[src/rtl/mips_mc_control.sv]
// Multi-cycle MIPS control FSM: sequences each instruction through fetch, decode,
// execute, memory and writeback, driving ALU selects, enables and PC update.
`timescale 1ns/1ps
module mips_mc_control (
    input  logic       clk,
    input  logic       rst,
    input  logic [5:0] opcode,
    input  logic [5:0] funct,
    input  logic       zero_signal,
    input  logic       mem_ready,
    output logic       ir_write,
    output logic       pc_write,
    output logic [1:0] pc_src,
    output logic       i_or_d,
    output logic       mem_read,
    output logic       mem_write,
    output logic       reg_write,
    output logic [1:0] reg_dst,
    output logic [1:0] mem_to_reg,
    output logic       alu_src_a,
    output logic [1:0] alu_src_b,
    output logic       ext_sel,
    output logic [3:0] alu_control,
    output logic       instr_done,
    output logic       illegal,
    output logic [3:0] state
);

    localparam logic [3:0] S_FETCH   = 4'd0;
    localparam logic [3:0] S_DECODE  = 4'd1;
    localparam logic [3:0] S_MEMADR  = 4'd2;
    localparam logic [3:0] S_MEMRD   = 4'd3;
    localparam logic [3:0] S_MEMWB   = 4'd4;
    localparam logic [3:0] S_MEMWR   = 4'd5;
    localparam logic [3:0] S_EXEC_R  = 4'd6;
    localparam logic [3:0] S_RWB     = 4'd7;
    localparam logic [3:0] S_EXEC_I  = 4'd8;
    localparam logic [3:0] S_IWB     = 4'd9;
    localparam logic [3:0] S_BRANCH  = 4'd10;
    localparam logic [3:0] S_JAL     = 4'd11;
    localparam logic [3:0] S_JR      = 4'd12;
    localparam logic [3:0] S_ILLEGAL = 4'd13;

    localparam logic [5:0] OP_RTYPE = 6'b000000;
    localparam logic [5:0] OP_ADDI  = 6'b001000;
    localparam logic [5:0] OP_ANDI  = 6'b001100;
    localparam logic [5:0] OP_LW    = 6'b100011;
    localparam logic [5:0] OP_SW    = 6'b101011;
    localparam logic [5:0] OP_BEQ   = 6'b000100;
    localparam logic [5:0] OP_JAL   = 6'b000011;

    localparam logic [5:0] FN_ADD = 6'b100000;
    localparam logic [5:0] FN_AND = 6'b100100;
    localparam logic [5:0] FN_NOR = 6'b100111;
    localparam logic [5:0] FN_SLT = 6'b101010;
    localparam logic [5:0] FN_SLL = 6'b000000;
    localparam logic [5:0] FN_JR  = 6'b001000;

    localparam logic [3:0] ALU_AND  = 4'b0000;
    localparam logic [3:0] ALU_ANDI = 4'b0001;
    localparam logic [3:0] ALU_ADD  = 4'b0010;
    localparam logic [3:0] ALU_ADDI = 4'b0011;
    localparam logic [3:0] ALU_SLL  = 4'b0100;
    localparam logic [3:0] ALU_SLT  = 4'b0111;
    localparam logic [3:0] ALU_LW   = 4'b1000;
    localparam logic [3:0] ALU_SW   = 4'b1001;
    localparam logic [3:0] ALU_BEQ  = 4'b1010;
    localparam logic [3:0] ALU_JAL  = 4'b1011;
    localparam logic [3:0] ALU_NOR  = 4'b1100;
    localparam logic [3:0] ALU_JR   = 4'b1111;

    logic [3:0] next_state;
    // Instruction flavour remembered from DECODE so later states need not re-read the IR.
    logic       is_store;
    logic       is_andi;

    function automatic logic funct_ok(input logic [5:0] f);
        return (f == FN_ADD) || (f == FN_AND) || (f == FN_NOR) ||
               (f == FN_SLT) || (f == FN_SLL);
    endfunction

    function automatic logic [3:0] r_code(input logic [5:0] f);
        logic [3:0] c;
        case (f)
            FN_AND:  c = ALU_AND;
            FN_NOR:  c = ALU_NOR;
            FN_SLT:  c = ALU_SLT;
            FN_SLL:  c = ALU_SLL;
            default: c = ALU_ADD;
        endcase
        return c;
    endfunction

    // State register and decoded instruction flavour
    always_ff @(posedge clk) begin
        if (rst) begin
            state    <= S_FETCH;
            is_store <= 1'b0;
            is_andi  <= 1'b0;
        end else begin
            state <= next_state;
            if (state == S_DECODE) begin
                is_store <= (opcode == OP_SW);
                is_andi  <= (opcode == OP_ANDI);
            end
        end
    end

    // Next state and control outputs
    always_comb begin
        next_state  = state;
        ir_write    = 1'b0;
        pc_write    = 1'b0;
        pc_src      = 2'b00;
        i_or_d      = 1'b0;
        mem_read    = 1'b0;
        mem_write   = 1'b0;
        reg_write   = 1'b0;
        reg_dst     = 2'b00;
        mem_to_reg  = 2'b00;
        alu_src_a   = 1'b0;
        alu_src_b   = 2'b00;
        ext_sel     = 1'b0;
        alu_control = ALU_ADD;
        instr_done  = 1'b0;
        illegal     = 1'b0;

        case (state)
            S_FETCH: begin
                mem_read  = 1'b1;
                alu_src_b = 2'b01;
                ir_write  = mem_ready;
                pc_write  = mem_ready;
                if (mem_ready) next_state = S_DECODE;
            end
            S_DECODE: begin
                alu_src_b = 2'b11;
                case (opcode)
                    OP_LW, OP_SW:     next_state = S_MEMADR;
                    OP_ADDI, OP_ANDI: next_state = S_EXEC_I;
                    OP_BEQ:           next_state = S_BRANCH;
                    OP_JAL:           next_state = S_JAL;
                    OP_RTYPE: begin
                        if (funct == FN_JR)     next_state = S_JR;
                        else if (funct_ok(funct)) next_state = S_EXEC_R;
                        else                    next_state = S_ILLEGAL;
                    end
                    default:          next_state = S_ILLEGAL;
                endcase
            end
            S_MEMADR: begin
                alu_src_a   = 1'b1;
                alu_src_b   = 2'b10;
                alu_control = is_store ? ALU_SW : ALU_LW;
                next_state  = is_store ? S_MEMWR : S_MEMRD;
            end
            S_MEMRD: begin
                mem_read = 1'b1;
                i_or_d   = 1'b1;
                if (mem_ready) next_state = S_MEMWB;
            end
            S_MEMWB: begin
                reg_write  = 1'b1;
                mem_to_reg = 2'b01;
                instr_done = 1'b1;
                next_state = S_FETCH;
            end
            S_MEMWR: begin
                mem_write  = 1'b1;
                i_or_d     = 1'b1;
                instr_done = mem_ready;
                if (mem_ready) next_state = S_FETCH;
            end
            S_EXEC_R: begin
                alu_src_a   = 1'b1;
                alu_control = r_code(funct);
                next_state  = S_RWB;
            end
            S_RWB: begin
                reg_write  = 1'b1;
                reg_dst    = 2'b01;
                instr_done = 1'b1;
                next_state = S_FETCH;
            end
            S_EXEC_I: begin
                alu_src_a   = 1'b1;
                alu_src_b   = 2'b10;
                ext_sel     = is_andi;
                alu_control = is_andi ? ALU_ANDI : ALU_ADDI;
                next_state  = S_IWB;
            end
            S_IWB: begin
                reg_write  = 1'b1;
                instr_done = 1'b1;
                next_state = S_FETCH;
            end
            S_BRANCH: begin
                alu_src_a   = 1'b1;
                alu_control = ALU_BEQ;
                pc_src      = 2'b01;
                pc_write    = zero_signal;
                instr_done  = 1'b1;
                next_state  = S_FETCH;
            end
            S_JAL: begin
                alu_control = ALU_JAL;
                pc_write    = 1'b1;
                pc_src      = 2'b10;
                reg_write   = 1'b1;
                reg_dst     = 2'b10;
                mem_to_reg  = 2'b10;
                instr_done  = 1'b1;
                next_state  = S_FETCH;
            end
            S_JR: begin
                alu_src_a   = 1'b1;
                alu_control = ALU_JR;
                pc_write    = 1'b1;
                pc_src      = 2'b11;
                instr_done  = 1'b1;
                next_state  = S_FETCH;
            end
            S_ILLEGAL: begin
                illegal    = 1'b1;
                next_state = S_FETCH;
            end
            default: next_state = S_FETCH;
        endcase

        // Reset suppresses every side effect, including the Mealy strobes.
        if (rst) begin
            ir_write    = 1'b0;
            pc_write    = 1'b0;
            mem_read    = 1'b0;
            mem_write   = 1'b0;
            reg_write   = 1'b0;
            instr_done  = 1'b0;
            illegal     = 1'b0;
            alu_control = ALU_ADD;
        end
    end

endmodule

[config.mk]
export PLATFORM = sky130hd
export DESIGN_NAME = mips_mc_control
export DESIGN_NICKNAME = d
export VERILOG_FILES = /design/src/rtl/mips_mc_control.sv
export SDC_FILE = /design/constraint.sdc
export NUM_CORES = 1
export LEC_CHECK = 0
export ABC_CLOCK_PERIOD_IN_PS = 1800
export CAP_MARGIN = 20
export CORE_MARGIN = 10
export CORE_UTILIZATION = 43
export CTS_CLUSTER_SIZE = 20
export DETAILED_ROUTE_END_ITERATION = 7
export PLACE_DENSITY_LB_ADDON = 0.25
export SYNTH_ARGS = -nofsm -noshare
export SYNTH_HDL_FRONTEND = slang
export SYNTH_SLANG_ARGS = --single-unit
[constraint.sdc]
create_clock -name clk -period 1.8 [get_ports clk]
set_input_delay 0.18 -clock clk [delete_from_list [all_inputs] [get_ports clk]]
set_output_delay 0.18 -clock clk [all_outputs]
set_load 0.02 [all_outputs]
==> qor.yml <==
drt:
  postRouteWirelength_um: 4920
  drc: 0
  vias_per_cell: 6.14
  vias: 1659
  drt_first_pass_iters: 4
  wl_per_cell_um: 18.2
  drt-initial-drc-count: 210
  ant_nets: 0
logic_synthesis:
  yosysSeqAreaShare: 0.118
  muxShareOfSynthArea: 0.0319
  synth_edf_count: 0
  yosysTopAreaCell: "dfxtp_1"
  synth_cell_types: 53
  yosys.area_share.simple: 0.434
  avgSynthCellArea_sq_um: 6.63
  syn_area_sq_um: 1020
  ys.flop_type: "dfxtp_1"
  synthesis.nets: 170
  synth_top_family_by_area: "simple AND/OR/NAND/NOR gates"
  synth_top_area_share: 0.118
  synth_seq_cells: 6
  synth_compound_area_frac: 0.330
  synth_fa_ha_area_frac: 0
  async_flop_share: 0
  yosysWarnings: 0
  synthXorXnorAreaFrac: 0.00858
  synth_area_leaders: "dfxtp_1 12%, o21ai_0 5.4%, nor3_1 4.9%"
  synthesis.instances: 154
cts:
  cts_tree: "yes"
  clk_pin_slew_ns: 0.05
  cts_inserted_buffers: 3
  clk_latency_ns: 0.25
  cts.path.max_buffers: 2
  htreeDepth: 1
  cts_root_buf: "clkbuf_4"
  cts.sinks: 6
  cts_hold_buf: 0
pwr:
  powerDensity_nw_per_um2: 919
  ir_worst_vdd_mv: 0.872
  leakage_nw: 0.861
critical_path:
  reg2reg_from: "state[1]"
  startpoint: "funct[0]"
  cp_data_arrival_time_ns: 1.63
  required_ns: 1.62
  crit_fanout: 6
  endpoint: "alu_control[1]"
  crit_path_start_kind: "primary input"
  r2r_slack_ns: 0.05
  ff2ff_path_depth: 5
  crit_type: "primary input to output pin"
  r2r_end: "state[3]"
  critPathCaptureType: "output pin"
sta:
  period_minus_slack_ns: 1.81
  fin_skew_ns: 0.00442
  setup_viol: 2
  hold_viol: 0
  finalCritPeriodShare: 1.01
  final_max_slew_viol_count: 0
  max_freq_mhz: 552
  rsz0062_at_grt: "yes"
  slew_headroom: 0.625
  tightest_slew_ns: 0.548
  worst_slack_ns: -0.0122
global_routing:
  grt_usage: 0.201
  grt_use_met2: 0.384
  busiest_layer: "met2"
  gr-usage-met3: 0.0322
  grt_pass1_vias: 1688
  grt_max_degree: 15
  grt_first_pass_wirelength_um: 7580
  overflow: 0
  grt_util_met1: 0.204
  antenna_found_initial: 0
die:
  start_util: 0.457
  die_x_um: 68.7
  die_y_um: 68.7
  core_area_sq_um: 2230
  die-area_sq_um: 4720
  io-pin-count: 42
  row_count: 17
place:
  gp_congestion: 0.866
  dp_hpwl_um: 3630
  post-place-ws_ns: -0.692
  dp.cells: 265
  port_buffers: 41
flow_run:
  drv_cap: 0
outcome:
  violations: "negative setup slack"
  status: "finished, violations left"
layout:
  drive_gt1_frac: 0.446
  area_growth_pct: 95.6
  instances_no_fill: 270
  n_antenna_cell: 0
  final_core_util: 0.894
  final_nets: 260
min_path:
  hold_class: "primary input to flip-flop"
==> routing by layer <==
metal	vias up	wire length [um]
met4	0	231
met3	30	357
met1	762	1860
met5	-	0
met2	103	2470
li1	764	-
==> Yosys cell counts, types with 3 or more instances <==
| library cell | number |
|---|---|
| dfxtp_1 | 6 |
| nand2_1 | 13 |
| clkbuf_1 | 11 |
| or3_1 | 3 |
| o211ai_1 | 3 |
| nor2_1 | 11 |
| nand3b_1 | 3 |
| nand3_1 | 5 |
| o21ai_0 | 11 |
| a21oi_1 | 6 |
| nor3_1 | 10 |
| nor2b_1 | 6 |
| inv_1 | 6 |
| nand2b_1 | 7 |
==> power breakdown <==
part	internal (W)	switching [W]	total, W	leakage, nW
registers	0.000169	0.0000438	0.000213	0.0514
clock network	0.0000759	0.0000562	0.000132	0.0138
logic	0.000732	0.000758	0.00149	0.796
==> logic make-up after synthesis <==
| kind of cell | count (synthesis) |
|---|---|
| XOR/XNOR | 1 |
| flip-flops | 6 |
| buffers and inverters | 20 |
| AO/OA/AOI/OAI | 47 |
| AND/OR/NAND/NOR | 77 |
| multiplexers | 3 |
==> how the worst min path moves through the flow <==
| stage | startpoint | depth (start not counted) | endpoint | slack [ns] |
|---|---|---|---|---|
| 2_1_floorplan | opcode[3] | 2 | is_store | 0.33 |
| 3_3_place_gp | is_store | 2 | is_store | 0.44 |
| 3_5_place_dp | is_store | 2 | is_store | 0.46 |
| 4_1_cts | is_store | 2 | is_store | 0.46 |
| 5_1_grt | opcode[5] | 4 | is_andi | 0.39 |
| 6_report | opcode[0] | 4 | is_andi | 0.36 |
==> area by class of cell <==
cell class                 count  area [sq um]
tap                           28          35.0
clock buffer                   3          22.5
multi-input combinational    128           956
inverter                       6          22.5
timing repair buffer          99           828
fill                         111           236
sequential                     6           133
==> critical path: stages <==
cell	delay, ns
clkdlybuf4s15_2	0.23
buf_4	0.18
nor4_4	0.23
nand3_1	0.17
and3b_1	0.20
a221o_1	0.29
buf_4	0.16
==> per-stage QoR <==
step	area, sq um	setup TNS [ns]	hold WS (ns)	power (W)
after detailed placement	1870	-4.40	0.457	0.00157
after global routing	2000	-0.125	0.389	0.00194
final	2000	-0.0137	0.356	0.00184
after floorplan	1070	0	0.332	0.000868
after CTS	1930	-0.00259	0.464	0.00171
after global placement	1870	-3.69	0.438	0.00152
==> placed cells by master, fill, tap and decap left out, types with 3 or more instances in the layout <==
master           instances
nor2_1                  10
clkbuf_2                 5
clkdlybuf4s15_2          3
a21oi_1                  3
nand2b_1                 5
clkdlybuf4s50_1         10
nand2_1                 13
a21oi_2                  3
o21ai_0                  7
nor2b_1                  3
nand3b_1                 3
dfxtp_4                  3
buf_4                   54
nand3_1                  5
nor3_1                   8
dlygate4sd2_1           14
clkbuf_4                 3
inv_1                    5
buf_6                    5
o211ai_1                 3
==> flip-flops by register name, summed over array words and instances (netlist names) <==
name      count
is_store      1
state         4
is_andi       1
==> what timing repair did <==
| action | CTS | global route |
|---|---|---|
| cloned | 0 | 0 |
| setup endpoints to repair | 26 | 15 |
| setup buffers | 0 | 2 |
| resized for setup | 73 | 35 |
| pin swaps | 6 | 5 |
Power figures use the tool's default switching activity.
